## src/rtl/dmem_lsu_if.sv

```systemverilog
// Core-side request/response and DataMem-side port bundle for dmem_lsu.
// slave = the LSU itself; master = the core plus DataMem that surround it.
interface dmem_lsu_if #(
  parameter int W = 8,
  parameter int A = 8
);
  logic         ReqValid;
  logic         ReqReady;
  logic [1:0]   ReqOp;
  logic [A-1:0] ReqAddr;
  logic [A-1:0] ReqSrcAddr;
  logic [W-1:0] ReqData;
  logic         RspValid;
  logic [W-1:0] RspData;
  logic         RspErr;
  logic         Busy;
  logic         MemReadEn;
  logic         MemWriteEn;
  logic [A-1:0] MemAddr;
  logic [W-1:0] MemDataIn;
  logic [W-1:0] MemDataOut;

  modport slave (
    input  ReqValid, ReqOp, ReqAddr, ReqSrcAddr, ReqData, MemDataOut,
    output ReqReady, RspValid, RspData, RspErr, Busy,
           MemReadEn, MemWriteEn, MemAddr, MemDataIn
  );

  modport master (
    output ReqValid, ReqOp, ReqAddr, ReqSrcAddr, ReqData, MemDataOut,
    input  ReqReady, RspValid, RspData, RspErr, Busy,
           MemReadEn, MemWriteEn, MemAddr, MemDataIn
  );
endinterface

```

## src/rtl/dmem_lsu.sv

```systemverilog
// Load/store/copy sequencer in front of single-port DataMem; load 3, store 2, copy 2*n+1 cycles to RspValid.
// One request in flight: ReqReady only in IDLE, ReqValid while busy is dropped, not queued.
module dmem_lsu #(
  parameter int W = 8,
  parameter int A = 8
) (
  input  logic       Clk,
  input  logic       Reset,
  dmem_lsu_if.slave  bus
);

  typedef enum logic [2:0] {
    IDLE, LD_RD, LD_CAP, ST_WR, CP_RD, CP_WR, DONE
  } state_t;

  localparam logic [1:0] OP_LD  = 2'b00;
  localparam logic [1:0] OP_ST  = 2'b01;
  localparam logic [1:0] OP_CP  = 2'b10;
  localparam logic [1:0] OP_RSV = 2'b11;

  typedef struct packed {
    logic [A-1:0] dst;
    logic [A-1:0] src;
    logic [W-1:0] dat;
  } req_t;

  state_t       state_q, state_d;
  req_t         req_q;
  logic [W-1:0] cnt_q;
  logic [W-1:0] rsp_dat_q;
  logic         rsp_err_q;

  logic         accept;
  logic [W:0]   cnt_inc;
  logic [A-1:0] cnt_ofs;

  logic         mem_rd;
  logic         mem_wr;
  logic [A-1:0] mem_addr;
  logic [W-1:0] mem_din;

  assign accept  = (state_q == IDLE) && bus.ReqValid;
  assign cnt_inc = {1'b0, cnt_q} + {{W{1'b0}}, 1'b1};
  assign cnt_ofs = A'(cnt_q);

  always_comb begin
    state_d = state_q;
    case (state_q)
      IDLE: begin
        if (bus.ReqValid) begin
          case (bus.ReqOp)
            OP_LD:   state_d = LD_RD;
            OP_ST:   state_d = ST_WR;
            OP_CP:   state_d = (bus.ReqData != '0) ? CP_RD : DONE;
            default: state_d = DONE;
          endcase
        end
      end
      LD_RD:   state_d = LD_CAP;
      LD_CAP:  state_d = DONE;
      ST_WR:   state_d = DONE;
      CP_RD:   state_d = CP_WR;
      CP_WR:   state_d = (cnt_inc < {1'b0, req_q.dat}) ? CP_RD : DONE;
      DONE:    state_d = IDLE;
      default: state_d = IDLE;
    endcase
  end

  // Memory strobes come only from registered state, so nothing on Req* reaches DataMem combinationally.
  always_comb begin
    mem_rd   = 1'b0;
    mem_wr   = 1'b0;
    mem_addr = '0;
    mem_din  = '0;
    case (state_q)
      LD_RD: begin
        mem_rd   = 1'b1;
        mem_addr = req_q.dst;
      end
      ST_WR: begin
        mem_wr   = 1'b1;
        mem_addr = req_q.dst;
        mem_din  = req_q.dat;
      end
      CP_RD: begin
        mem_rd   = 1'b1;
        mem_addr = req_q.src + cnt_ofs;
      end
      CP_WR: begin
        mem_wr   = 1'b1;
        mem_addr = req_q.dst + cnt_ofs;
        mem_din  = bus.MemDataOut;
      end
      default: ;
    endcase
  end

  always_ff @(posedge Clk) begin
    if (Reset) begin
      state_q   <= IDLE;
      req_q     <= '0;
      cnt_q     <= '0;
      rsp_dat_q <= '0;
      rsp_err_q <= 1'b0;
    end else begin
      state_q <= state_d;
      if (accept) begin
        req_q <= '{dst: bus.ReqAddr, src: bus.ReqSrcAddr, dat: bus.ReqData};
        cnt_q <= '0;
      end
      if (state_q == CP_WR) begin
        cnt_q <= cnt_inc[W-1:0];
      end
      // Response fields change only on the way into DONE and then hold until the next one.
      if (state_q == LD_CAP) begin
        rsp_dat_q <= bus.MemDataOut;
        rsp_err_q <= 1'b0;
      end else if (state_d == DONE && state_q != DONE) begin
        rsp_dat_q <= '0;
        rsp_err_q <= accept && (bus.ReqOp == OP_RSV);
      end
    end
  end

  assign bus.ReqReady   = (state_q == IDLE);
  assign bus.Busy       = (state_q != IDLE);
  assign bus.RspValid   = (state_q == DONE);
  assign bus.RspData    = rsp_dat_q;
  assign bus.RspErr     = rsp_err_q;
  assign bus.MemReadEn  = mem_rd;
  assign bus.MemWriteEn = mem_wr;
  assign bus.MemAddr    = mem_addr;
  assign bus.MemDataIn  = mem_din;

endmodule

```

## src/flat_wrapper.sv

```systemverilog
// flat-port wrapper written by rule: the top's interface ports become plain ports
module dmem_lsu_flat 
#(
  parameter int W = 8,
  parameter int A = 8
)
  (Clk, Reset, bus_ReqValid, bus_ReqOp, bus_ReqAddr, bus_ReqSrcAddr, bus_ReqData, bus_MemDataOut, bus_ReqReady, bus_RspValid, bus_RspData, bus_RspErr, bus_Busy, bus_MemReadEn, bus_MemWriteEn, bus_MemAddr, bus_MemDataIn);
  dmem_lsu_if #(.W(W), .A(A)) bus_i ();
  input  logic Clk;
  input  logic Reset;
  input wire logic [$bits(bus_i.ReqValid)-1:0] bus_ReqValid;
  input wire logic [$bits(bus_i.ReqOp)-1:0] bus_ReqOp;
  input wire logic [$bits(bus_i.ReqAddr)-1:0] bus_ReqAddr;
  input wire logic [$bits(bus_i.ReqSrcAddr)-1:0] bus_ReqSrcAddr;
  input wire logic [$bits(bus_i.ReqData)-1:0] bus_ReqData;
  input wire logic [$bits(bus_i.MemDataOut)-1:0] bus_MemDataOut;
  output wire logic [$bits(bus_i.ReqReady)-1:0] bus_ReqReady;
  output wire logic [$bits(bus_i.RspValid)-1:0] bus_RspValid;
  output wire logic [$bits(bus_i.RspData)-1:0] bus_RspData;
  output wire logic [$bits(bus_i.RspErr)-1:0] bus_RspErr;
  output wire logic [$bits(bus_i.Busy)-1:0] bus_Busy;
  output wire logic [$bits(bus_i.MemReadEn)-1:0] bus_MemReadEn;
  output wire logic [$bits(bus_i.MemWriteEn)-1:0] bus_MemWriteEn;
  output wire logic [$bits(bus_i.MemAddr)-1:0] bus_MemAddr;
  output wire logic [$bits(bus_i.MemDataIn)-1:0] bus_MemDataIn;
  assign bus_i.ReqValid = bus_ReqValid;
  assign bus_i.ReqOp = bus_ReqOp;
  assign bus_i.ReqAddr = bus_ReqAddr;
  assign bus_i.ReqSrcAddr = bus_ReqSrcAddr;
  assign bus_i.ReqData = bus_ReqData;
  assign bus_i.MemDataOut = bus_MemDataOut;
  assign bus_ReqReady = bus_i.ReqReady;
  assign bus_RspValid = bus_i.RspValid;
  assign bus_RspData = bus_i.RspData;
  assign bus_RspErr = bus_i.RspErr;
  assign bus_Busy = bus_i.Busy;
  assign bus_MemReadEn = bus_i.MemReadEn;
  assign bus_MemWriteEn = bus_i.MemWriteEn;
  assign bus_MemAddr = bus_i.MemAddr;
  assign bus_MemDataIn = bus_i.MemDataIn;
  dmem_lsu #(.W(W), .A(A)) u_core (.Clk(Clk), .Reset(Reset), .bus(bus_i));
endmodule
```

## config.mk

```make
export PLATFORM = sky130hd
export DESIGN_NAME = dmem_lsu_flat
export DESIGN_NICKNAME = d
export VERILOG_FILES = /design/src/rtl/dmem_lsu_if.sv /design/src/rtl/dmem_lsu.sv /design/src/flat_wrapper.sv
export SDC_FILE = /design/constraint.sdc
export NUM_CORES = 1
export LEC_CHECK = 0
export BUFFER_PORTS_ARGS = -buffer_cell sky130_fd_sc_hd__clkbuf_2
export CORE_MARGIN = 1.5
export CORE_UTILIZATION = 48
export DETAILED_ROUTE_END_ITERATION = 8
export MAX_ROUTING_LAYER = met4
export PLACE_DENSITY = 0.81
export SYNTH_ARGS = -nofsm -noshare
export SYNTH_HDL_FRONTEND = slang
export SYNTH_SLANG_ARGS = --single-unit
```

## constraint.sdc

```tcl
create_clock -name Clk -period 2.65 [get_ports Clk]
set_input_delay 0.1325 -clock Clk [delete_from_list [all_inputs] [get_ports Clk]]
set_output_delay 0.1325 -clock Clk [all_outputs]
set_load 0.01 [all_outputs]
```

==> results.json, run 1 <==
{
  "status": "finished with violations",
  "violations": "setup timing",
  "routedWlPerCell_um": 14.8,
  "initialDrtViolationCount": 394,
  "placed_cell_area_um2": 3090,
  "yosysTopAreaCell": "dfxtp_1",
  "wl_um": 7480,
  "async_flop_share_pct": 0,
  "setup_slack_ns": -0.182,
  "antenna_found_initial": 0,
  "endpoint_kind": "output port",
  "ys.flop_type": "dfxtp_1",
  "setup_violations": 3,
  "gr-usage-met2_pct": 39.7,
  "fin_nets": 486,
  "crit_required_ns": 2.52,
  "netlist_area_um2": 2660,
  "cts_tree": "done",
  "port_buffers": 66,
  "area_growth_pct": 26.2,
  "peakVddDrop_uv": 353,
  "synth_seq_cells": 44,
  "num_vias": 2860,
  "yosysWarnings": 0,
  "fmax_ghz": 0.353,
  "synth.distinct_cells": 51,
  "drv_slew": 0,
  "drive_above_1_share_pct": 28.8,
  "grt.busiest_layer": "met2",
  "hpwl_um": 5160,
  "cellPowerDensity_nw_per_um2": 509,
  "ctsHoldBuffers": 0,
  "dr.pass1.iters": 6,
  "start_util_pct": 50.8,
  "grt_first_pass_wirelength_um": 11700,
  "diodes": 0,
  "track_usage_pct": 24.9,
  "synth.area.top_cells": "dfxtp_1 (33%), nand2_1 (14%), a21oi_1 (7.1%)",
  "final_area_um2": 3360,
  "core-area_um2": 5240,
  "crit_path_max_fanout": 8,
  "grt_pass1_vias": 2530,
  "cts_made_buffers": 5,
  "drc": 0,
  "worstHoldPathType": "input pin to flop",
  "path_delay_family": "simple AND/OR/NAND/NOR gates",
  "leakage_nw": 1.42,
  "insertion_delay_ns": 0.30,
  "ant_nets": 0,
  "critPathMostFrequentCell": "nand2_2",
  "place_ws_ns": 0.0409,
  "die_height_um": 77.5,
  "crit_chain": "and2b_2 -> and2_4 -> nand2_2 -> nand2_2 -> ha_4 -> inv_2 -> fa_2 -> nor2b_2 -> o21ai_2 -> a21oi_2 -> or4_1 -> a32o_2 -> clkbuf_2",
  "relSlewSlack_pct": 53.0,
  "mostFrequentLayoutCells": "nand2_1 (94), clkbuf_2 (65), dfxtp_1 (40), a21oi_1 (36), buf_4 (22)",
  "cts_max_level": 2,
  "rows": 26,
  "worst_ep_arrival_time_ns": 2.70,
  "layout_commonest_cell": "nand2_1",
  "cts_max_path_buffers": 2,
  "critPathMaxStageDelay_ns": 0.42,
  "die-area_um2": 6000,
  "cts.reportedPaths.clkPinSlew_ns": 0.08,
  "cp-start-kind": "flop",
  "syn_nets": 411,
  "clock_sinks": 44,
  "cp_slowest_cell": "or4_1",
  "utilization_pct": 64.1,
  "crit_type": "flop to output port",
  "die_w_um": 77.5,
  "maxCapViolations": 0,
  "r2r_setup_slack_ns": 0.01,
  "worstMarginPinSlew_ns": 0.704,
  "rsz0062_at_grt": "true",
  "clockRootBuffer": "clkbuf_8",
  "synth_edf_count": 0,
  "timing_hold_violations_final": 0,
  "grt.met1_usage_pct": 32.4,
  "crit_buf_inv": 2,
  "period_minus_slack_ns": 2.83,
  "synth-seq-area-share_pct": 33.1,
  "netlist_instances": 358,
  "grt_overflow": 0,
  "syn_avg_cell_area_um2": 7.43,
  "yosysTopAreaCellShare_pct": 33.1,
  "period_share_pct": 107,
  "grtUsageMet3_pct": 4.71,
  "skew_ns": 0.00878,
  "gp_congestion": 0.940,
  "grt_max_degree": 36,
  "vias_per_cell": 5.67,
  "io_pins": 67
}
## tightest hold or removal path, stage by stage
cell      delay (ns)
clkbuf_2        0.08
nand2_1         0.04
a21oi_1         0.05
## report_power, final
part           switching (mW)  total, mW  internal, mW
Clock                   0.231      0.444         0.213
Combinational           0.299      0.496         0.197
Sequential             0.0461      0.770         0.724
Total                   0.576       1.71          1.13
## cell families after synthesis
| kind of cell | Yosys count | share of synthesized area (%) |
|---|---|---|
| buf+inv | 39 | 6.44 |
| mux | 2 | 0.799 |
| simple gates | 156 | 26.8 |
| xor+xnor | 12 | 3.95 |
| compound gates | 89 | 21.1 |
| fa+ha+maj | 16 | 7.80 |
| flops | 44 | 33.1 |
## layer usage
metal,part of all wire [%],vias up,wire (um)
met5,0,-,0
met4,1.4,0,104
met3,7.8,16,586
met2,48,150,3570
met1,43,1316,3220
li1,-,1378,-
## flip-flops by register name, indices dropped and copies added, names as in the netlist
signal              cells
u_core.cnt_ofs          8
u_core.state_q          3
u_core.req_q           24
u_core.bus.RspData      8
u_core.bus.RspErr       1
## final cells by class
class / instances / area [um2]
repair buffers: 88 / 495
fillers: 466 / 1880
well taps: 70 / 87.6
inverters: 18 / 67.6
flip-flops and latches: 44 / 886
multi-input cells: 276 / 1730
clock buffers: 8 / 90.1
## per-stage QoR
stage,cells,hold slack (ns),setup TNS (ns),power [mW]
final,504,0.0490,-0.342,1.71
after global routing,504,0.0492,-2.05,1.80
after CTS,501,0.0490,-0.248,1.68
after detailed placement,488,0.363,0,1.24
after global placement,488,0.356,0,1.22
after floorplan,358,0.252,0,1.09
## cell usage after synthesis (2+ instances only)
master and number:
a21oi_1 38, dfxtp_1 44, and3_1 3, and2_1 5, nor2_2 2, nor3b_1 2, nand3b_1 2, o21a_1 2
inv_1 17, xnor2_1 7, nand3_1 7, nand2_1 96, nand4_1 2, o21ai_1 3, buf_2 10, clkbuf_1 5
a32oi_1 8, nor2_1 14, nor4_1 2, o21ai_0 18, ha_1 15, nor3_1 2, a2111oi_2 2, a41oi_1 2
a22oi_1 8, xor2_1 5, nor2b_1 10, or3_1 2, buf_1 3
## repair_timing
action | 4_1_cts | 5_1_grt
gates resized for setup | 10 | 16
gates cloned | 0 | 1
setup buffers | 5 | 2
setup endpoints to repair | 3 | 14
hold endpoints to repair | 0 | 0
pin swaps | 7 | 8
## final timing paths
check                                        from               endpoint  cells after the start
worst max-delay path            u_core.state_q[1]         bus_MemAddr[6]                     13
worst min-delay path               bus_ReqAddr[2]       u_core.req_q[18]                      3
worst max register to register  u_core.cnt_ofs[0]  u_core.bus.RspData[5]                     10
worst min register to register   u_core.req_q[15]       u_core.req_q[15]                      2
Power figures use the tool's default switching activity.
==> run 2, diff against run 1 <==
--- a/config.mk
+++ b/config.mk
@@ -8,6 +8,7 @@
 export BUFFER_PORTS_ARGS = -buffer_cell sky130_fd_sc_hd__clkbuf_2
 export CORE_MARGIN = 1.5
 export CORE_UTILIZATION = 48
+export CTS_BUF_LIST = sky130_fd_sc_hd__clkbuf_16
 export DETAILED_ROUTE_END_ITERATION = 8
 export MAX_ROUTING_LAYER = met4
 export PLACE_DENSITY = 0.81
==> run 2 against run 1 <==
Net effect: the run still ends with setup timing left; clock skew down 0.0033 ns; register-to-register slack got worse by 0.02 ns; utilization grew 1.7 points; critical endpoint unchanged; largest cell class unchanged.
==> results.json, run 2 (synthesized netlist as in run 1, its figures left out) <==
{
  "dr.pass1.iters": 5,
  "fmax_ghz": 0.350,
  "grt_max_degree": 36,
  "multiInputGateArea_um2": 1770,
  "core-area_um2": 5240,
  "area_growth_pct": 29.6,
  "insertion_delay_ns": 0.29,
  "track_usage_pct": 24.7,
  "leakage_nw": 1.46,
  "die-area_um2": 6000,
  "gp_congestion": 0.940,
  "clockRootBuffer": "clkbuf_16",
  "routedWlPerCell_um": 15.2,
  "period_share_pct": 108,
  "port_buffers": 66,
  "antenna_found_initial": 0,
  "relSlewSlack_pct": 34.0,
  "num_vias": 2853,
  "tns_ns": -0.399,
  "worst_ep_arrival_time_ns": 2.73,
  "drv_slew": 0,
  "die_height_um": 77.5,
  "grt_first_pass_wirelength_um": 11700,
  "worstMarginPinSlew_ns": 0.987,
  "skew_ns": 0.00550,
  "drive_above_1_share_pct": 30.8,
  "cts_max_level": 2,
  "wl_um": 7680,
  "ctsHoldBuffers": 0,
  "cts_tree": "done",
  "layout_commonest_cell": "nand2_1",
  "mostFrequentLayoutCells": "nand2_1 (90), clkbuf_2 (65), dfxtp_1 (41), a21oi_1 (36), buf_4 (23)",
  "worstHoldPathType": "input pin to flop",
  "report.power.total_mw": 1.89,
  "hpwl_um": 5160,
  "vias_per_cell": 5.65,
  "crit_required_ns": 2.52,
  "die_w_um": 77.5,
  "grt_pass1_vias": 2498,
  "initialDrtViolationCount": 315,
  "diodes": 0,
  "setup_violations": 4,
  "setup_slack_ns": -0.211,
  "cts.reportedPaths.clkPinSlew_ns": 0.06,
  "rsz0062_at_grt": "true",
  "maxCapViolations": 0,
  "rows": 26,
  "timing_hold_violations_final": 0,
  "regMostFlops": "u_core.req_q",
  "io_pins": 67,
  "clock_sinks": 44,
  "drc": 0,
  "crit_chain": "and2b_2 -> and2_4 -> nand2_1 -> nand2_1 -> ha_1 -> nor2b_4 -> o21ai_2 -> a21oi_2 -> or4_4 -> a32o_2 -> clkbuf_2",
  "status": "finished with violations",
  "critPathMaxStageDelay_ns": 0.42,
  "violations": "setup timing",
  "critPathMostFrequentCell": "nand2_1",
  "final.fill_count": 438,
  "period_minus_slack_ns": 2.86,
  "largest_reg_flops": 24,
  "cp-start-kind": "flop",
  "cts_max_path_buffers": 2,
  "cp_slowest_cell": "or4_4",
  "grt_overflow": 0,
  "cellPowerDensity_nw_per_um2": 547,
  "ant_nets": 0,
  "fin_nets": 487,
  "peakVddDrop_uv": 361,
  "start_util_pct": 50.8,
  "crit_path_max_fanout": 8,
  "endpoint_kind": "output port",
  "seq_area_um2": 885,
  "crit_type": "flop to output port",
  "cts_made_buffers": 5
}
-- run 2: layer usage --
layer / wire length (um) / vias up / global-route usage [%]
met3: 656 / 12 / 4.35
met5: 0 / - / -
met2: 3690 / 144 / 39.6
met1: 3220 / 1313 / 32.2
li1: - / 1384 / -
met4: 111 / 0 / 6.36
-- run 2: power by group --
| group | switching, mW | internal [mW] |
|---|---|---|
| logic | 0.316 | 0.210 |
| registers | 0.0469 | 0.725 |
| clock network | 0.248 | 0.339 |
-- run 2: repair_timing --
action | in CTS | in global routing
pin swaps | 7 | 15
buffers inserted | 4 | 4
cloned | 0 | 1
endpoints found under the setup margin | 3 | 14
resized for setup | 10 | 31
endpoints found under the hold margin | 0 | 0
-- run 2: layout make-up --
class                           instances  area share [%]
Tap cell                               70            2.54
Inverter                               18            1.96
Sequential cell                        44            25.7
Clock buffer                            5            3.63
Clock inverter                          3           0.327
Multi-Input combinational cell        276            51.3
Timing Repair Buffer                   89            14.6
-- run 2: per-stage QoR --
stage | cell area, um2 | utilization [%] | hold slack (ns) | setup WS, ns | std cells
2_1_floorplan | 2680 | - | 0.252 | 0.00649 | 358
3_3_place_gp | 3090 | 59.1 | 0.356 | 0.129 | 488
3_5_place_dp | 3090 | 59.1 | 0.363 | 0.0409 | 488
4_1_cts | 3310 | 63.2 | 0.0666 | -0.169 | 500
5_1_grt | 3450 | 65.8 | 0.0750 | -0.256 | 505
6_report | 3450 | 65.8 | 0.0650 | -0.211 | 505
-- run 2: final timing paths --
kind	slack [ns]	from	depth (start not counted)	to
setup / recovery	-0.21	u_core.state_q[1]	11	bus_MemAddr[6]
hold / removal	0.07	bus_ReqSrcAddr[7]	3	u_core.req_q[15]
setup reg to reg	-0.01	u_core.cnt_ofs[0]	11	u_core.state_q[1]
hold reg to reg	0.46	u_core.req_q[15]	2	u_core.req_q[15]
-- run 2: critical path: cells and delay by family, from the launching register on --
kind | cells | cell delay, ns
flops | 1 | 0.33
compound gates | 3 | 0.51
fa+ha+maj | 1 | 0.34
buf+inv | 1 | 0.13
simple gates | 6 | 1.14
